<file path="src/rtl/bch_encoder_if.sv">
// Serial bit-stream bundle between message source, encoder and decoder.
// Input side uses valid/ready; the output side is a valid strobe with last.
interface bch_encoder_if;
  logic DATA_IN;
  logic DATA_IN_VALID;
  logic DATA_IN_READY;
  logic DATA_OUT;
  logic DATA_OUT_VALID;
  logic DATA_OUT_LAST;

  modport master (
    output DATA_IN,
    output DATA_IN_VALID,
    input  DATA_IN_READY,
    input  DATA_OUT,
    input  DATA_OUT_VALID,
    input  DATA_OUT_LAST
  );

  modport slave (
    input  DATA_IN,
    input  DATA_IN_VALID,
    output DATA_IN_READY,
    output DATA_OUT,
    output DATA_OUT_VALID,
    output DATA_OUT_LAST
  );
endinterface

</file>
<file path="src/rtl/bch_encoder.sv">
// Serial systematic cyclic encoder: message bits pass through,
// then the N-K remainder bits of m(x)*x^(N-K) mod g(x), MSB first.
module bch_encoder #(
  parameter int ENC_N = 7,
  parameter int ENC_K = 4,
  parameter logic [ENC_N-ENC_K:0] ENC_BCH_POLYNOM = 4'b1011
) (
  input logic          CLK,
  input logic          RESET,
  bch_encoder_if.slave bus
);

  localparam int R  = ENC_N - ENC_K;
  localparam int DW = $clog2(ENC_K + 1);
  localparam int PW = $clog2(R + 1);
  localparam logic [DW-1:0] D_LAST = DW'(ENC_K - 1);
  localparam logic [PW-1:0] P_LAST = PW'(R - 1);

  typedef enum logic {
    S_DATA,
    S_PARITY
  } state_t;

  state_t        state_q, state_d;
  logic [R-1:0]  lfsr_q, lfsr_d;
  logic [DW-1:0] dcnt_q, dcnt_d;
  logic [PW-1:0] pcnt_q, pcnt_d;
  logic          dout_q, dout_d;
  logic          dval_q, dval_d;
  logic          dlast_q, dlast_d;
  logic          accept;
  logic          fb;

  assign bus.DATA_IN_READY  = (state_q == S_DATA);
  assign bus.DATA_OUT       = dout_q;
  assign bus.DATA_OUT_VALID = dval_q;
  assign bus.DATA_OUT_LAST  = dlast_q;

  assign accept = bus.DATA_IN_VALID && (state_q == S_DATA);

  always_comb begin
    state_d = state_q;
    lfsr_d  = lfsr_q;
    dcnt_d  = dcnt_q;
    pcnt_d  = pcnt_q;
    dout_d  = dout_q;
    dval_d  = 1'b0;
    dlast_d = 1'b0;
    fb      = 1'b0;
    unique case (state_q)
      S_DATA: begin
        if (accept) begin
          fb        = bus.DATA_IN ^ lfsr_q[R-1];
          lfsr_d[0] = fb & ENC_BCH_POLYNOM[0];
          for (int i = 1; i < R; i++)
            lfsr_d[i] = lfsr_q[i-1]
                      ^ (fb & ENC_BCH_POLYNOM[i]);
          dout_d = bus.DATA_IN;
          dval_d = 1'b1;
          if (dcnt_q == D_LAST) begin
            dcnt_d  = '0;
            state_d = S_PARITY;
          end else begin
            dcnt_d = dcnt_q + 1'b1;
          end
        end
      end
      S_PARITY: begin
        // Remainder drains MSB first; zeros shift in so it ends clear.
        dout_d = lfsr_q[R-1];
        dval_d = 1'b1;
        lfsr_d = lfsr_q << 1;
        if (pcnt_q == P_LAST) begin
          dlast_d = 1'b1;
          pcnt_d  = '0;
          state_d = S_DATA;
        end else begin
          pcnt_d = pcnt_q + 1'b1;
        end
      end
      default: state_d = S_DATA;
    endcase
  end

  always_ff @(posedge CLK) begin
    if (RESET) begin
      state_q <= S_DATA;
      lfsr_q  <= '0;
      dcnt_q  <= '0;
      pcnt_q  <= '0;
      dout_q  <= 1'b0;
      dval_q  <= 1'b0;
      dlast_q <= 1'b0;
    end else begin
      state_q <= state_d;
      lfsr_q  <= lfsr_d;
      dcnt_q  <= dcnt_d;
      pcnt_q  <= pcnt_d;
      dout_q  <= dout_d;
      dval_q  <= dval_d;
      dlast_q <= dlast_d;
    end
  end

endmodule

</file>
<file path="src/flat_wrapper.sv">
// flat-port wrapper written by rule: the top's interface ports become plain ports
module bch_encoder_flat 
#(
  parameter int ENC_N = 7,
  parameter int ENC_K = 4,
  parameter logic [ENC_N-ENC_K:0] ENC_BCH_POLYNOM = 4'b1011
)
  (CLK, RESET, bus_DATA_IN, bus_DATA_IN_VALID, bus_DATA_IN_READY, bus_DATA_OUT, bus_DATA_OUT_VALID, bus_DATA_OUT_LAST);
  bch_encoder_if bus_i ();
  input logic CLK;
  input logic RESET;
  input wire logic [$bits(bus_i.DATA_IN)-1:0] bus_DATA_IN;
  input wire logic [$bits(bus_i.DATA_IN_VALID)-1:0] bus_DATA_IN_VALID;
  output wire logic [$bits(bus_i.DATA_IN_READY)-1:0] bus_DATA_IN_READY;
  output wire logic [$bits(bus_i.DATA_OUT)-1:0] bus_DATA_OUT;
  output wire logic [$bits(bus_i.DATA_OUT_VALID)-1:0] bus_DATA_OUT_VALID;
  output wire logic [$bits(bus_i.DATA_OUT_LAST)-1:0] bus_DATA_OUT_LAST;
  assign bus_i.DATA_IN = bus_DATA_IN;
  assign bus_i.DATA_IN_VALID = bus_DATA_IN_VALID;
  assign bus_DATA_IN_READY = bus_i.DATA_IN_READY;
  assign bus_DATA_OUT = bus_i.DATA_OUT;
  assign bus_DATA_OUT_VALID = bus_i.DATA_OUT_VALID;
  assign bus_DATA_OUT_LAST = bus_i.DATA_OUT_LAST;
  bch_encoder #(.ENC_N(ENC_N), .ENC_K(ENC_K), .ENC_BCH_POLYNOM(ENC_BCH_POLYNOM)) u_core (.CLK(CLK), .RESET(RESET), .bus(bus_i));
endmodule
</file>
<file path="config.mk">
export PLATFORM = sky130hd
export DESIGN_NAME = bch_encoder_flat
export DESIGN_NICKNAME = d
export VERILOG_FILES = /design/src/rtl/bch_encoder_if.sv /design/src/rtl/bch_encoder.sv /design/src/flat_wrapper.sv
export SDC_FILE = /design/constraint.sdc
export NUM_CORES = 1
export LEC_CHECK = 0
export CAP_MARGIN = 10
export CORE_AREA = 2 2 39 41
export CTS_BUF_LIST = sky130_fd_sc_hd__clkbuf_16
export DETAILED_ROUTE_END_ITERATION = 6
export DIE_AREA = 0 0 41 43
export GPL_TIMING_DRIVEN = 0
export PLACE_DENSITY = 0.71
export SETUP_SLACK_MARGIN = 0.05
export SYNTH_ARGS = -nofsm -noshare
export SYNTH_HDL_FRONTEND = slang
export SYNTH_SLANG_ARGS = --single-unit
</file>
<file path="constraint.sdc">
create_clock -name CLK -period 1.6 [get_ports CLK]
set_clock_uncertainty 0.2 [all_clocks]
set_input_delay 0.24 -clock CLK [delete_from_list [all_inputs] [get_ports CLK]]
set_output_delay 0.24 -clock CLK [all_outputs]
set_load 0.1 [all_outputs]
</file>
======== Yosys cells after proc, flatten, opt, wreduce, memory -nomap -nowiden ========
Cells that the tools add are included.
Widths: inputs -> output; s select.
storage, ports and cells
  logic and storage cells ................. 31
  bits in registers ....................... 12
  output and inout port bits .............. 4
  bits of input ports ..................... 4
cells by class
  reductions and logical operators ........ 3
  multiplexer cells ....................... 13
  eq/ne operators ......................... 3
  $add $sub $neg .......................... 2
  bitwise logic cells ..................... 3
operators with widths
  operator             number
  $mux 1               6
  $mux 3               2
  $pmux 1 s2           3
  $pmux 3 s2           1
  $add 3x1->3 const B  1
  $eq 3x2->1 const B   1
  $add 2x1->2 const B  1
  $eq 2x2->1 const B   1
  $mux 2               1
  $ne 2x1->1 const B   1
  $reduce_and 2->1     1
  $reduce_or 2->1      1
  $xor 1x1->1          2
  $logic_and 1x1->1    1
  $not 1->1            1

======== Logic depth before layout (Yosys ltp) ========
  depth in word-level cells ............... 4
  depth in mapped cells ................... 4
  mapped depth without buffers ............ 4

======== Worst setup path after synthesis ========
Ideal clock, no wire load.
  path type ............................... reg-to-reg
  start ................................... register u_core.bus.DATA_OUT (netlist name)
  end ..................................... register u_core.dout_q, in the netlist u_core.bus.DATA_OUT
  required time ........................... 1329 ps
  arrival ................................. 1413 ps
  period minus slack after synthesis ...... 1685 ps
  slack ................................... -85 ps
  buffers on the path ..................... 0
  stages on the path, launching flop included .. 4
  library setup time ...................... 71 ps
  cells stage by stage .................... dfxtp_1 mux2_2 nand2_1 a21oi_1
RTL lines
  what                  RTL line           RTL
  to (signal assigned)  bch_encoder.sv:99  dout_q <= dout_d;
  to (decl)             bch_encoder.sv:28  logic dout_q, dout_d;

======== Worst setup path in the final report ========
  start ................................... register u_core.dout_q, in the netlist u_core.bus.DATA_OUT
  end ..................................... output bus_DATA_OUT
RTL lines
  what       RTL line            RTL
  to (decl)  flat_wrapper.sv:15  output wire logic [$bits(bus_i.DATA_OUT)-1:0] bus_DATA_OUT;
No word-level cell between the ends.

==> out/qor_table.md <==
| Step | Item | Reported |
| --- | --- | --- |
| run status | Status | finished, final reports clean |
| logic synthesis | Area of the mapped netlist | 512 µm² |
| cts | Number of buffers created by CTS | 3 |
| timing | Hold Vio Cnt, Final | 0 |
| cts | # clock sinks | 12 |
| finish | Most common cell after layout, fill and taps aside | dfxtp_1 |
| global routing | First-pass GRT wire length | 1430 µm |
| critical path | Critical path start-end classification | register to output pin |
| detailed routing | Post-detailed-route DRC marker count | 0 |
| logic synthesis | Net Count, Synth | 62 |
| finish | Layout cell share with drive strength beyond 1 | 27.5% |
| placed design | Post-place setup slack | -0.531 ns |
| global routing | Number of antenna violations at the first check in global routing | 0 |
| finish | Area growth from synthesis to final layout | 38.6% |
| finish | Final core utilization | 51.3% |
| finish | Final layout net count | 75 |
| pwr | Final total power | 858 µW |
| detailed routing | Wirelength per Cell | 10.7 µm |
| placed design | Post-DP HPWL | 631 µm |
| logic synthesis | Post-synthesis cell type count | 27 |
| detailed routing | Number of iterations in the first detailed-routing pass | 2 |
| floorplanning | Chip Width | 41 µm |
| logic synthesis | Mean instance size in the synthesized netlist | 8.98 µm² |
| global routing | Met2 usage in global routing | 15.9% |
| floorplanning | Placement Rows | 14 |
| cts | Clock tree from TritonCTS | yes |
| placed design | Global placer's final weighted congestion | 0.764 |
| timing | Slew of the pin with the lowest slew margin | 0.542 ns |
| timing | Total of endpoints with negative setup slack in the final report | 0 |
| floorplanning | Vertical extent of the die | 43 µm |
| timing | Period utilisation layout | 95.1% |
| critical path | Kind of cell adding the most delay to the critical path | buffers and inverters |
| finish | Leading cell types in the layout, fill and taps excluded | 10 x dfxtp_1, 8 x nand2_1, 6 x nor2_1 |
| timing | Fin crit period | 1.52 ns |
| critical path | Kind of end point of the critical path | output pin |
| critical path | Data required time at the worst endpoint | 1.16 ns |
| global routing | Busiest layer in global routing | met2 |
| detailed routing | Number of DRC markers after the initial detailed-route iteration | 7 |
| detailed routing | Via count | 422 |
| pwr | Leakage power | 0.000266 µW |
| critical path | Critical path buffer and inverter count | 1 |
| finish | Count of placed standard cells in the final layout, fillers left out | 85 |
| finish | Antenna diode instance count | 0 |
| placed design | Number of cells after detailed placement | 79 |
| global routing | Maximum number of pins on one net before global-route repair | 11 |
| global routing | Global-route track usage on met1 | 15.6% |
| timing | Final number of max-transition violations | 0 |
| critical path | Critical path's slowest cell | clkdlybuf4s18_2 |
| cts | Bufs on Longest Clock Path | 2 |
| global routing | Global route overflow | 0 |
| floorplanning | Initial Util | 37.0% |
| cts | Worst-path clk slew | 0.04 ns |
| global routing | M3 GR Usage | 7.85% |
| logic synthesis | Number of flip-flops and latches in the synthesized netlist | 12 |
| logic synthesis | Synthesis Warnings | 0 |
| critical path | CP Cell Sequence | clkdlybuf4s18_2 |
| critical path | Slowest cell delay on critical path | 0.53 ns |
| cts | Clock network latency to the later pin of the worst-skew pair | 0.24 ns |
| detailed routing | Vias per Instance | 4.96 |
| cts | Root buf cell | clkbuf_16 |
| global routing | Number of global-route vias before repair | 340 |
| floorplanning | Core Footprint | 1380 µm² |
| timing | RSZ-0062 raised after global routing | no |
| timing | Min setup slack post-route | 0.0779 ns |
| logic synthesis | Syn Inst Count | 57 |
| timing | Fmax | 0.657 GHz |
| global routing | GRT Overall Usage | 12.4% |
| worst hold path | Worst hold path class | input pin to register |
| critical path | Arrival time at the worst endpoint | 1.08 ns |
| timing | Slew HR | 64.0% |
| logic synthesis | Post-synthesis sequential area ratio | 46.9% |
| floorplanning | Number of top-level pins | 8 |
| cts | Number of H-tree branching levels | 1 |
| timing | Total negative slack | 0 ns |
| detailed routing | Final routed wirelength across all metal layers | 908 µm |
| floorplanning | Die outline area | 1760 µm² |
| placed design | Port Buffers | 6 |
| critical path | Kind of start point of the critical path | register |
| pwr | Max rail drop VDD | 0.766 mV |
| pwr | Power density normalized to cell area | 1210 nW/µm² |
| flow run | Number of maximum-capacitance violations | 0 |
| critical path | Worst-path maximum fanout | 2 |
| detailed routing | Number of routed nets with antenna violations | 0 |
==> final timing paths <==
path / startpoint / end / slack, ns / depth (start not counted)
max: u_core.bus.DATA_OUT / bus_DATA_OUT / 0.08 / 1
max reg2reg: u_core.dcnt_q[0] / u_core.dcnt_q[0] / 0.19 / 4
min reg2reg: u_core.dcnt_q[2] / u_core.dcnt_q[2] / 0.24 / 2
min: bus_DATA_IN_VALID / u_core.lfsr_q[0] / 0.04 / 2
==> synth_stat cells <==
| cell | count | area (µm²) |
|---|---|---|
| dfxtp_1 | 12 | 240 |
| nand2_1 | 8 | 30.0 |
| a21oi_1 | 6 | 30.0 |
| nor2_1 | 6 | 22.5 |
| inv_1 | 2 | 7.51 |
| nor2b_1 | 2 | 12.5 |
| a2111oi_2 | 1 | 15.0 |
| a21oi_2 | 1 | 8.76 |
| a22oi_1 | 1 | 7.51 |
| a31oi_1 | 1 | 6.26 |
| buf_2 | 1 | 5.00 |
| buf_6 | 1 | 11.3 |
| clkbuf_1 | 1 | 3.75 |
| ha_1 | 1 | 12.5 |
| mux2_2 | 1 | 11.3 |
| nand2b_1 | 1 | 6.26 |
| nand2b_4 | 1 | 13.8 |
| nand3_1 | 1 | 5.00 |
| nand3b_1 | 1 | 7.51 |
| nand4_1 | 1 | 6.26 |
| nor3_1 | 1 | 5.00 |
| nor3b_1 | 1 | 7.51 |
| nor4b_1 | 1 | 8.76 |
| o211ai_1 | 1 | 7.51 |
| o21ai_0 | 1 | 5.00 |
| or3_1 | 1 | 6.26 |
| xnor2_1 | 1 | 8.76 |
==> flip-flops by register name, summed over array words and instances, names as in the netlist <==
signal,flops
u_core.dcnt_q,3
u_core.lfsr_q,3
u_core.pcnt_q,2
u_core.state_q,1
u_core.bus.DATA_OUT,1
u_core.bus.DATA_OUT_LAST,1
u_core.bus.DATA_OUT_VALID,1
==> cell families (layout without fill, tap and decap cells) <==
group	after synthesis	after routing	share of synthesized area, %
buffers and inverters	5	17	5.38
AOI/OAI and AO/OA	12	12	15.6
muxes	1	1	2.20
adders and majority gates	1	1	2.44
and+or+nand+nor	25	25	25.7
DFF	12	12	46.9
xor gates and xnor gates	1	1	1.71
==> metrics by stage <==
| step | instance area, µm² | hold slack, ns |
|---|---|---|
| after floorplan | 528 | 0.212 |
| after global placement | 608 | 0.224 |
| after detailed placement | 608 | 0.229 |
| after CTS | 692 | 0.0379 |
| after global routing | 709 | 0.0499 |
| final | 709 | 0.0372 |
==> repair_timing <==
item | 4_1_cts | 5_1_grt
gates resized for setup | 16 | 2
buffers inserted | 0 | 2
setup endpoints to repair | 4 | 2
hold buffers | 0 | 0
==> report_power, final <==
| group | internal (µW) | leakage [µW] | switching (µW) |
|---|---|---|---|
| combinational | 33.2 | 0.000128 | 53.8 |
| clock | 328 | 0.0000385 | 121 |
| sequential | 314 | 0.0000989 | 8.13 |
| total | 675 | 0.000266 | 183 |
==> layout make-up <==
type,count,area [µm²]
buffer,3,26.3
clock buffer,3,75.1
clock inverter,1,3.75
fill,131,674
inverter,2,11.3
multi-input combinational,40,248
sequential,12,243
tap,16,20.0
timing repair buffer,8,82.6
==> layer usage <==
layer / share of wire [%] / up-vias
met5: 0 / -
met4: 0.99 / 0
met3: 4.7 / 2
met2: 48 / 6
met1: 46 / 192
li1: - / 222
Note: power is estimated with default switching activity, not from simulation.
